===== src/rtl/mem_arbiter_if.sv =====
// Request/response and memory-side bus of the fetch/load-store memory arbiter.
// The arbiter takes the slave view; the requesters and memory together take the master view.
interface mem_arbiter_if;
    logic        if_req;
    logic [31:0] if_addr;
    logic [31:0] if_rdata;
    logic        if_valid;

    logic        ls_req;
    logic        ls_we;
    logic [1:0]  ls_size;
    logic        ls_unsigned;
    logic [31:0] ls_addr;
    logic [31:0] ls_wdata;
    logic [31:0] ls_rdata;
    logic        ls_valid;
    logic        ls_err;

    logic [31:0] mem_addr;
    logic [31:0] mem_wdata;
    logic [3:0]  mem_wstrb;
    logic        mem_rd_en;
    logic        mem_wr_en;
    logic [31:0] mem_rdata;
    logic        mem_ready;

    modport slave (
        input  if_req, if_addr,
        input  ls_req, ls_we, ls_size, ls_unsigned, ls_addr, ls_wdata,
        input  mem_rdata, mem_ready,
        output if_rdata, if_valid,
        output ls_rdata, ls_valid, ls_err,
        output mem_addr, mem_wdata, mem_wstrb, mem_rd_en, mem_wr_en
    );

    modport master (
        output if_req, if_addr,
        output ls_req, ls_we, ls_size, ls_unsigned, ls_addr, ls_wdata,
        output mem_rdata, mem_ready,
        input  if_rdata, if_valid,
        input  ls_rdata, ls_valid, ls_err,
        input  mem_addr, mem_wdata, mem_wstrb, mem_rd_en, mem_wr_en
    );
endinterface


===== src/rtl/mem_arbiter.sv =====
// Single-port memory arbiter between instruction fetch and load/store, with
// starvation protection for fetch, byte-lane handling and a ready timeout.
module mem_arbiter_chk (
    input logic       clk,
    input logic       rst,
    input logic       rd_en,
    input logic       wr_en,
    input logic       if_valid,
    input logic       ls_valid,
    input logic       ls_err,
    input logic [1:0] addr_lo
);
    a_one_strobe: assert property (@(posedge clk) disable iff (rst) !(rd_en && wr_en));
    a_one_pulse:  assert property (@(posedge clk) disable iff (rst) $onehot0({if_valid, ls_valid, ls_err}));
    a_word_addr:  assert property (@(posedge clk) disable iff (rst) addr_lo == 2'b00);
endmodule

module mem_arbiter #(
    parameter int STARVE_LIMIT = 4,
    parameter int TIMEOUT      = 15
) (
    input logic           clk,
    input logic           rst,
    mem_arbiter_if.slave  bus
);
    typedef enum logic [1:0] {
        IDLE  = 2'd0,
        FETCH = 2'd1,
        LOAD  = 2'd2,
        STORE = 2'd3
    } state_t;

    localparam logic [3:0] STARVE_MAX = 4'(STARVE_LIMIT);
    localparam logic [7:0] WAIT_LAST  = 8'(TIMEOUT - 1);

    function automatic logic ls_misaligned(input logic [1:0] size, input logic [1:0] lane);
        logic bad;
        case (size)
            2'b00:   bad = 1'b0;
            2'b01:   bad = lane[0];
            2'b10:   bad = (lane != 2'b00);
            default: bad = 1'b1;
        endcase
        return bad;
    endfunction

    function automatic logic [3:0] store_strobe(input logic [1:0] size, input logic [1:0] lane);
        logic [3:0] strb;
        case (size)
            2'b00:   strb = 4'b0001 << lane;
            2'b01:   strb = 4'b0011 << lane;
            2'b10:   strb = 4'b1111;
            default: strb = 4'b0000;
        endcase
        return strb;
    endfunction

    function automatic logic [31:0] load_extend(input logic [31:0] rdata, input logic [1:0] lane,
                                                input logic [1:0] size, input logic uns);
        logic [31:0] sh;
        logic [31:0] res;
        sh = rdata >> {lane, 3'b000};
        case (size)
            2'b00:   res = uns ? {24'h000000, sh[7:0]}  : {{24{sh[7]}}, sh[7:0]};
            2'b01:   res = uns ? {16'h0000, sh[15:0]}   : {{16{sh[15]}}, sh[15:0]};
            default: res = sh;
        endcase
        return res;
    endfunction

    state_t      state_r,     state_s;
    logic [3:0]  starve_r,    starve_s;
    logic [7:0]  wait_r,      wait_s;
    logic [1:0]  lane_r,      lane_s;
    logic [1:0]  size_r,      size_s;
    logic        uns_r,       uns_s;
    logic [31:0] mem_addr_r,  mem_addr_s;
    logic [31:0] mem_wdata_r, mem_wdata_s;
    logic [3:0]  mem_wstrb_r, mem_wstrb_s;
    logic        mem_rd_en_r, mem_rd_en_s;
    logic        mem_wr_en_r, mem_wr_en_s;
    logic [31:0] if_rdata_r,  if_rdata_s;
    logic        if_valid_r,  if_valid_s;
    logic [31:0] ls_rdata_r,  ls_rdata_s;
    logic        ls_valid_r,  ls_valid_s;
    logic        ls_err_r,    ls_err_s;
    logic        grant_fetch_s;
    logic        pulse_busy_s;

    // Fetch addresses are word aligned, so their low bits are dropped on purpose.
    logic unused_s;
    assign unused_s = ^bus.if_addr[1:0];

    // Next-state, arbitration and output-register computation.
    always_comb begin
        state_s       = state_r;
        starve_s      = starve_r;
        wait_s        = wait_r;
        lane_s        = lane_r;
        size_s        = size_r;
        uns_s         = uns_r;
        mem_addr_s    = mem_addr_r;
        mem_wdata_s   = mem_wdata_r;
        mem_wstrb_s   = mem_wstrb_r;
        mem_rd_en_s   = mem_rd_en_r;
        mem_wr_en_s   = mem_wr_en_r;
        if_rdata_s    = if_rdata_r;
        ls_rdata_s    = ls_rdata_r;
        if_valid_s    = 1'b0;
        ls_valid_s    = 1'b0;
        ls_err_s      = 1'b0;
        grant_fetch_s = 1'b0;
        // A requester still sees its completion pulse this cycle and has not dropped its request yet.
        pulse_busy_s  = if_valid_r | ls_valid_r | ls_err_r;

        case (state_r)
            IDLE: begin
                if (!pulse_busy_s && (bus.if_req || bus.ls_req)) begin
                    grant_fetch_s = bus.if_req && (!bus.ls_req || (starve_r == STARVE_MAX));
                    wait_s        = 8'd0;
                    if (grant_fetch_s) begin
                        starve_s    = 4'd0;
                        mem_addr_s  = {bus.if_addr[31:2], 2'b00};
                        mem_wstrb_s = 4'b0000;
                        mem_rd_en_s = 1'b1;
                        state_s     = FETCH;
                    end else begin
                        if (bus.if_req && (starve_r != STARVE_MAX)) begin
                            starve_s = starve_r + 4'd1;
                        end else begin
                            starve_s = starve_r;
                        end
                        lane_s = bus.ls_addr[1:0];
                        size_s = bus.ls_size;
                        uns_s  = bus.ls_unsigned;
                        if (ls_misaligned(bus.ls_size, bus.ls_addr[1:0])) begin
                            ls_err_s = 1'b1;
                        end else if (bus.ls_we) begin
                            mem_addr_s  = {bus.ls_addr[31:2], 2'b00};
                            mem_wstrb_s = store_strobe(bus.ls_size, bus.ls_addr[1:0]);
                            mem_wdata_s = bus.ls_wdata << {bus.ls_addr[1:0], 3'b000};
                            mem_wr_en_s = 1'b1;
                            state_s     = STORE;
                        end else begin
                            mem_addr_s  = {bus.ls_addr[31:2], 2'b00};
                            mem_wstrb_s = 4'b0000;
                            mem_rd_en_s = 1'b1;
                            state_s     = LOAD;
                        end
                    end
                end else begin
                    state_s = IDLE;
                end
            end
            FETCH, LOAD, STORE: begin
                if (bus.mem_ready) begin
                    mem_rd_en_s = 1'b0;
                    mem_wr_en_s = 1'b0;
                    wait_s      = 8'd0;
                    state_s     = IDLE;
                    case (state_r)
                        FETCH: begin
                            if_valid_s = 1'b1;
                            if_rdata_s = bus.mem_rdata;
                        end
                        LOAD: begin
                            ls_valid_s = 1'b1;
                            ls_rdata_s = load_extend(bus.mem_rdata, lane_r, size_r, uns_r);
                        end
                        default: begin
                            ls_valid_s = 1'b1;
                        end
                    endcase
                end else if (wait_r == WAIT_LAST) begin
                    // Abandoned fetches are retried from IDLE since if_req is still held.
                    mem_rd_en_s = 1'b0;
                    mem_wr_en_s = 1'b0;
                    wait_s      = 8'd0;
                    state_s     = IDLE;
                    ls_err_s    = (state_r != FETCH);
                end else begin
                    wait_s = wait_r + 8'd1;
                end
            end
            default: begin
                state_s     = IDLE;
                mem_rd_en_s = 1'b0;
                mem_wr_en_s = 1'b0;
            end
        endcase
    end

    // State and output registers with synchronous reset.
    always_ff @(posedge clk) begin
        if (rst) begin
            state_r     <= IDLE;
            starve_r    <= 4'd0;
            wait_r      <= 8'd0;
            lane_r      <= 2'b00;
            size_r      <= 2'b00;
            uns_r       <= 1'b0;
            mem_addr_r  <= 32'h0000_0000;
            mem_wdata_r <= 32'h0000_0000;
            mem_wstrb_r <= 4'b0000;
            mem_rd_en_r <= 1'b0;
            mem_wr_en_r <= 1'b0;
            if_rdata_r  <= 32'h0000_0000;
            if_valid_r  <= 1'b0;
            ls_rdata_r  <= 32'h0000_0000;
            ls_valid_r  <= 1'b0;
            ls_err_r    <= 1'b0;
        end else begin
            state_r     <= state_s;
            starve_r    <= starve_s;
            wait_r      <= wait_s;
            lane_r      <= lane_s;
            size_r      <= size_s;
            uns_r       <= uns_s;
            mem_addr_r  <= mem_addr_s;
            mem_wdata_r <= mem_wdata_s;
            mem_wstrb_r <= mem_wstrb_s;
            mem_rd_en_r <= mem_rd_en_s;
            mem_wr_en_r <= mem_wr_en_s;
            if_rdata_r  <= if_rdata_s;
            if_valid_r  <= if_valid_s;
            ls_rdata_r  <= ls_rdata_s;
            ls_valid_r  <= ls_valid_s;
            ls_err_r    <= ls_err_s;
        end
    end

    assign bus.mem_addr  = mem_addr_r;
    assign bus.mem_wdata = mem_wdata_r;
    assign bus.mem_wstrb = mem_wstrb_r;
    assign bus.mem_rd_en = mem_rd_en_r;
    assign bus.mem_wr_en = mem_wr_en_r;
    assign bus.if_rdata  = if_rdata_r;
    assign bus.if_valid  = if_valid_r;
    assign bus.ls_rdata  = ls_rdata_r;
    assign bus.ls_valid  = ls_valid_r;
    assign bus.ls_err    = ls_err_r;

    mem_arbiter_chk u_chk (
        .clk      (clk),
        .rst      (rst),
        .rd_en    (mem_rd_en_r),
        .wr_en    (mem_wr_en_r),
        .if_valid (if_valid_r),
        .ls_valid (ls_valid_r),
        .ls_err   (ls_err_r),
        .addr_lo  (mem_addr_r[1:0])
    );
endmodule


===== src/flat_wrapper.sv =====
// flat-port wrapper written by rule: the top's interface ports become plain ports
module mem_arbiter_flat 
#(
    parameter int STARVE_LIMIT = 4,
    parameter int TIMEOUT      = 15
)
  (clk, rst, bus_if_req, bus_if_addr, bus_ls_req, bus_ls_we, bus_ls_size, bus_ls_unsigned, bus_ls_addr, bus_ls_wdata, bus_mem_rdata, bus_mem_ready, bus_if_rdata, bus_if_valid, bus_ls_rdata, bus_ls_valid, bus_ls_err, bus_mem_addr, bus_mem_wdata, bus_mem_wstrb, bus_mem_rd_en, bus_mem_wr_en);
  mem_arbiter_if bus_i ();
  input logic clk;
  input logic rst;
  input wire logic [$bits(bus_i.if_req)-1:0] bus_if_req;
  input wire logic [$bits(bus_i.if_addr)-1:0] bus_if_addr;
  input wire logic [$bits(bus_i.ls_req)-1:0] bus_ls_req;
  input wire logic [$bits(bus_i.ls_we)-1:0] bus_ls_we;
  input wire logic [$bits(bus_i.ls_size)-1:0] bus_ls_size;
  input wire logic [$bits(bus_i.ls_unsigned)-1:0] bus_ls_unsigned;
  input wire logic [$bits(bus_i.ls_addr)-1:0] bus_ls_addr;
  input wire logic [$bits(bus_i.ls_wdata)-1:0] bus_ls_wdata;
  input wire logic [$bits(bus_i.mem_rdata)-1:0] bus_mem_rdata;
  input wire logic [$bits(bus_i.mem_ready)-1:0] bus_mem_ready;
  output wire logic [$bits(bus_i.if_rdata)-1:0] bus_if_rdata;
  output wire logic [$bits(bus_i.if_valid)-1:0] bus_if_valid;
  output wire logic [$bits(bus_i.ls_rdata)-1:0] bus_ls_rdata;
  output wire logic [$bits(bus_i.ls_valid)-1:0] bus_ls_valid;
  output wire logic [$bits(bus_i.ls_err)-1:0] bus_ls_err;
  output wire logic [$bits(bus_i.mem_addr)-1:0] bus_mem_addr;
  output wire logic [$bits(bus_i.mem_wdata)-1:0] bus_mem_wdata;
  output wire logic [$bits(bus_i.mem_wstrb)-1:0] bus_mem_wstrb;
  output wire logic [$bits(bus_i.mem_rd_en)-1:0] bus_mem_rd_en;
  output wire logic [$bits(bus_i.mem_wr_en)-1:0] bus_mem_wr_en;
  assign bus_i.if_req = bus_if_req;
  assign bus_i.if_addr = bus_if_addr;
  assign bus_i.ls_req = bus_ls_req;
  assign bus_i.ls_we = bus_ls_we;
  assign bus_i.ls_size = bus_ls_size;
  assign bus_i.ls_unsigned = bus_ls_unsigned;
  assign bus_i.ls_addr = bus_ls_addr;
  assign bus_i.ls_wdata = bus_ls_wdata;
  assign bus_i.mem_rdata = bus_mem_rdata;
  assign bus_i.mem_ready = bus_mem_ready;
  assign bus_if_rdata = bus_i.if_rdata;
  assign bus_if_valid = bus_i.if_valid;
  assign bus_ls_rdata = bus_i.ls_rdata;
  assign bus_ls_valid = bus_i.ls_valid;
  assign bus_ls_err = bus_i.ls_err;
  assign bus_mem_addr = bus_i.mem_addr;
  assign bus_mem_wdata = bus_i.mem_wdata;
  assign bus_mem_wstrb = bus_i.mem_wstrb;
  assign bus_mem_rd_en = bus_i.mem_rd_en;
  assign bus_mem_wr_en = bus_i.mem_wr_en;
  mem_arbiter #(.STARVE_LIMIT(STARVE_LIMIT), .TIMEOUT(TIMEOUT)) u_core (.clk(clk), .rst(rst), .bus(bus_i));
endmodule

===== config.mk =====
export PLATFORM = sky130hd
export DESIGN_NAME = mem_arbiter_flat
export DESIGN_NICKNAME = d
export VERILOG_FILES = /design/src/rtl/mem_arbiter_if.sv /design/src/rtl/mem_arbiter.sv /design/src/flat_wrapper.sv
export SDC_FILE = /design/constraint.sdc
export NUM_CORES = 1
export LEC_CHECK = 0
export CAP_MARGIN = 10
export CORE_ASPECT_RATIO = 0.75
export CORE_MARGIN = 4
export CORE_UTILIZATION = 45
export CTS_CLUSTER_SIZE = 30
export DETAILED_ROUTE_END_ITERATION = 7
export HOLD_SLACK_MARGIN = 0.1
export MAX_ROUTING_LAYER = met4
export PLACE_DENSITY = 0.83
export SETUP_SLACK_MARGIN = 0.15
export SLEW_MARGIN = 20
export SYNTH_ARGS = -nofsm -noshare
export SYNTH_HDL_FRONTEND = slang
export SYNTH_SLANG_ARGS = --single-unit

===== constraint.sdc =====
create_clock -name clk -period 2.5 [get_ports clk]
set_clock_uncertainty 0.1 [all_clocks]
set_input_delay 0.625 -clock clk [delete_from_list [all_inputs] [get_ports clk]]
set_output_delay 0.625 -clock clk [all_outputs]
set_load 0.01 [all_outputs]

Yosys cells after proc, flatten, opt, wreduce, memory -nomap -nowiden. Cells that the tools add are included.

Flip-flop bits (word level): 156. Bits in latches: 0. RAM bits: 0. Memory bits (read-only): 0. Input bits: 137. Output and inout port bits: 137. Logic and storage cells: 116. Memories kept: 0.

Add/subtract/negate cells: 2. $mul: 0. Divide/modulo/power cells: 0. $lt $le $gt $ge: 0. Eq/ne operators: 19. Shift-type cells: 4. Multiplexer cells: 46. Bitwise operators: 6. Reductions and logical operators: 23.

Operators by type and width (count): two-way mux 32 bit (4); one-hot mux 32 bit (2 select lines) (1); << shifter 32 x 5 -> 32 bit (1); right shift 32 x 5 -> 32 bit (1); two-way mux 8 bit (3); two-way mux 1 bit (21); two-way mux 4 bit (5); one-hot mux 8 bit (2 select lines) (1); AND reduction 3 bit (5); one-hot mux 4 bit (3 select lines) (1); two-way mux 2 bit (5); AND reduction 5 bit (2); inequality test 3 x 2 -> 1 bit, second input constant (3); adder 8 x 1 -> 8 bit, second input constant (1); == test 8 x 4 -> 1 bit, second input constant (1); == test 2 x 1 -> 1 bit, second input constant (3); == test 2 bit, second input constant (3); logical NOT 2 bit (3); inequality test 2 x 1 -> 1 bit, second input constant (3); inequality test 2 bit, second input constant (3); one-hot mux 1 bit (2 select lines) (3); OR reduction 3 bit (2); adder 4 x 1 -> 4 bit, second input constant (1); == test 4 x 3 -> 1 bit, second input constant (1); other kinds (14) (23).

Depth between registers and ports, before layout.
Word-level depth: 10. Depth in mapped cells: 8.

Worst setup path before layout. OpenSTA, ideal clock, no wires.

Path kind: input-to-reg. Start: in bus_ls_addr[0]. End: reg u_core.mem_wdata_r[13], in the netlist u_core.bus.mem_wdata[13]. Library setup time: 0.070 ns. Data arrival time: 1.915 ns. Setup slack: 0.415 ns. Stages: 6. Cells stage by stage: buf_2 -> nor3_4 -> o21ai_2 -> clkbuf_1 -> or4_1 -> a21oi_1.

Longest elaborated chain between the ends: 7. Elaborated cells on any way between the ends: 8.

RTL lines: start, declared (line flat_wrapper.sv:17) `input wire logic [$bits(bus_i.ls_addr)-1:0] bus_ls_addr;`; nonzero test 2 bit (line mem_arbiter.sv:41) `2'b10: bad = (lane != 2'b00);`; one-hot mux 1 bit (3 select lines) (line mem_arbiter.sv:38) `case (size)`; two-way mux 1 bit (line mem_arbiter.sv:121) `if (grant_fetch_s) begin`; two-way mux 1 bit (line mem_arbiter.sv:118) `if (!pulse_busy_s && (bus.if_req || bus.ls_req)) begin`; two-way mux 1 bit (line mem_arbiter.sv:116) `case (state_r)`; NOT 1 bit (no source line); AND reduction 5 bit (no source line); end signal, assigned (line mem_arbiter.sv:220) `mem_wdata_r <= mem_wdata_s;`; end, declared (line mem_arbiter.sv:78) `logic [31:0] mem_wdata_r, mem_wdata_s;`.

Several ways; a longest one is shown, not always the timed one. The select of a mux whose other input is x is not followed. A chain may end at the register's enable or synchronous reset.

Worst setup path in the final report.
Start: reg u_core.ls_valid_r, in the netlist u_core.bus.ls_valid. End: out bus_ls_valid.

RTL lines: start, declared (line mem_arbiter.sv:85) `logic ls_valid_r, ls_valid_s;`; start signal, assigned (line mem_arbiter.sv:227) `ls_valid_r <= ls_valid_s;`; end, declared (line flat_wrapper.sv:24) `output wire logic [$bits(bus_i.ls_valid)-1:0] bus_ls_valid;`.

No word-level cell between the ends.

==> out/summary.txt <==
Hold endpoint - u_core.bus.if_rdata[26]
Layout cells sized above 1 - 11.8%
Area growth from synthesis to layout - 48.1%
Worst slew pin tran - 1130 ps
Gate Count Post-Synth - 890
Sequential area share after synthesis - 40.5%
Clock latency on the worst-skew pair - 430 ps
Post-synthesis adder-cell area fraction - 0.657%
Layout fillers - 1281
Worst IR Drop VDD - 0.000518 V
Status - complete, no violations
Post-CTS sizing - 0
Area after DPL - 0.0107 sq mm
Required time of the critical path - 1770 ps
Root Driver - clkbuf_16
Routed met3 length - 2.37 mm
Synth cell types - 56
R2r worst-path depth - 4
Post-Synth XOR/XNOR Area - 0.115%
Overall Global Routing Usage - 26.2%
N_diodes - 0
FF-to-FF Start - u_core.size_r[1]
Critical path's top delay family - buffers and inverters
Largest net degree at the start of global routing - 70
Pre-CTS setup slack - -82.2 ps
Largest family of logic cells by synthesized area - compound AO/OA/AOI/OAI gates
Setup violations, final - 0
Vias per inst - 5.60
Yosys warnings - 0
Boundary Pins - 274
Ys async rst share - 0%
Routability cong. - 0.921
CTS Buf Count - 17
Critical-path maximum fanout - 3
Number of synthesized flops with an enable pin - 0
Crit start category - flip-flop
NumNets Final - 1276
Primary FF master, synth - dfxtp_1
Max-cap violations - 0
RSZ-0062 raised after global routing - no
Hold path start - u_core.bus.if_rdata[26]
CTS tree - done
Initial antenna violation count - 0
Worst rel slew slack - 23.9%
Crit-path slowest cell - clkdlybuf4s50_1
DR top layer - met4
CTS sink count - 154
Worst setup margin - 391 ps
Routed wire per std cell - 18.8 um
Routed WL - 25.5 mm
Drt initial violations - 719
Final instance area - 0.0113 sq mm
CTS H-Tree Depth - 4
Synth Register Bits - 154
Synthesized area per cell - 8.56 sq um
Grt total ovfl - 0
Pwr dens - 615 mW/mm^2
Synth Area in Compound Gates - 26.4%
Die Span Y - 121 um
Die footprint - 0.0191 sq mm
Core ar. - 0.0163 sq mm
Port Buffer Count - 269
Post-CTS Repair Setup Buffers - 0
Leakage power - 0.00415 uW
WL met2 - 11.9 mm
Hold depth - 2
Met1 WL - 10.8 mm
Simple-Gate Fraction of Synth Area - 14.5%
Antenna Nets Post-Route - 0
DRC viols - 0
First-pass GRT wire length - 38.4 mm
Max incr delay on CP - 570 ps
Number of global-route vias before repair - 7078
CP arrival - 1380 ps
Clock slew at reported path FFs - 80 ps
Final Hold Fails - 0
Worst setup EP type - output port
Initial Utilization - 46.7%
Dpl hpwl - 18.7 mm
Hold_buf cts - 0
Register area - 0.00308 sq mm
Reg2Reg Setup Slack - 470 ps
1st-pass router iterations - 7
Netlist Area Pre-Place - 0.00762 sq mm
Multi-input gate area - 0.00403 sq mm
Reg-to-reg endpoint - u_core.bus.ls_rdata[27]
Worst Hold Class - flip-flop to flip-flop
Bufs and invs on worst path - 1
Slew Limit Fails - 0
Crit-path cells - clkdlybuf4s50_1
Mux contribution to synthesized area - 10.9%
Fmax - 474 MHz
Clk buf depth - 2
Fin crit period - 2110 ps
Rows - 40
Die extent in x - 158 um
Vias post-DR - 7609
Crit share post-route - 84.4%
Critical Setup Path Class - flip-flop to output port
[registers in the layout, indices dropped and copies added (netlist names), 4 cells and up]
register	flops
u_core.bus.if_rdata	32
u_core.bus.ls_rdata	32
u_core.bus.mem_addr	30
u_core.bus.mem_wdata	32
u_core.bus.mem_wstrb	4
u_core.starve_r	4
u_core.wait_r	8
[how the worst max path moves through the flow]
stage                        start                        to  slack (ps)  depth (start not counted)
3_3_place_gp        bus_ls_size[0]   u_core.bus.mem_wstrb[2]         -20                          7
6_report       u_core.bus.ls_valid              bus_ls_valid         390                          1
4_1_cts        u_core.bus.ls_valid              bus_ls_valid         370                          1
2_1_floorplan       bus_ls_addr[0]  u_core.bus.mem_wdata[13]         410                          6
3_5_place_dp        bus_ls_size[0]   u_core.bus.mem_wstrb[2]         -80                          7
5_1_grt             bus_ls_addr[1]  u_core.bus.mem_wdata[23]         290                          7
[logic make-up after synthesis]
group / Yosys count
AO/OA/AOI/OAI: 283
AND/OR/NAND/NOR: 242
flip-flops: 154
buffers and inverters: 125
multiplexers: 80
adder cells (fa/ha/maj): 4
other: 1
XOR/XNOR: 1
[per-layer routing]
| layer | global-route usage (%) | vias to the layer above |
|---|---|---|
| met3 | 8.77 | 28 |
| met5 | - | - |
| met4 | 5.75 | 0 |
| met1 | 33.1 | 3594 |
| met2 | 41.2 | 299 |
| li1 | - | 3688 |
[cells in the final DEF, fill, tap and decap left out, drive strengths merged, types with 2 or more instances in the layout]
master,instances
o22ai,7
conb,2
nor2b,2
ha,4
clkinv,6
a211oi,26
mux2i,64
dfxtp,154
mux2,15
a311oi,2
o2111ai,8
o21ai,34
nand3,6
o211ai,10
clkdlybuf4s50,267
or4,11
clkbuf,18
nor3,17
buf,39
a221oi,30
nand3b,3
o31ai,2
or3,4
or2,4
nand2,127
o21bai,31
o21a,4
nor2,51
inv,52
nand4,12
a21o,2
o32ai,3
a21oi,116
[cell type report]
type	instances	area share (%)
repair buffers	307	27.9
clock buffers	17	3.77
well taps	210	2.33
multi-input cells	612	35.7
flip-flops and latches	154	27.3
clock inverters	15	1.54
inverters	43	1.43
[Yosys cell counts (all sizes together), types with 6 or more instances]
| library cell | instances | area [sq um] |
|---|---|---|
| dfxtp | 154 | 3080 |
| o2111ai | 8 | 70.1 |
| a21oi | 116 | 584 |
| nand2 | 127 | 477 |
| inv | 43 | 161 |
| o22ai | 7 | 43.8 |
| a221oi | 30 | 450 |
| buf | 29 | 170 |
| mux2i | 64 | 641 |
| clkbuf | 53 | 199 |
| nand3 | 6 | 30.0 |
| o21ai | 34 | 181 |
| nor2 | 51 | 194 |
| nand4 | 12 | 81.3 |
| mux2 | 15 | 169 |
| or4 | 11 | 82.6 |
| o21bai | 31 | 233 |
| nor3 | 17 | 108 |
| a211oi | 26 | 195 |
| o211ai | 10 | 75.1 |
[metrics by stage]
| stage | hold WS, ps | setup TNS, ps | util [%] | instances | power, uW |
|---|---|---|---|---|---|
| finish | 353 | 0 | 69.1 | 1358 | 6930 |
| global route | 379 | 0 | 69.1 | 1358 | 7210 |
| CTS | 356 | 0 | 69.1 | 1358 | 6970 |
| detailed placement | 346 | -403 | 65.5 | 1326 | 4380 |
| global placement | 342 | -136 | 65.5 | 1326 | 4360 |
| floorplan | 341 | 0 | - | 891 | 3600 |
[tightest hold or removal path: stages (launching register included)]
cell and delay [ps]:
dfxtp_1 310, nand2_1 50, a21oi_1 50
[power breakdown]
part	switching (uW)	leakage [uW]	total [uW]	internal (uW)
logic	826	0.00260	1640	812
clock network	1240	0.000295	2600	1360
registers	91.6	0.00125	2700	2600
total	2160	0.00415	6930	4770
Note: power is estimated with default switching activity, not from simulation.
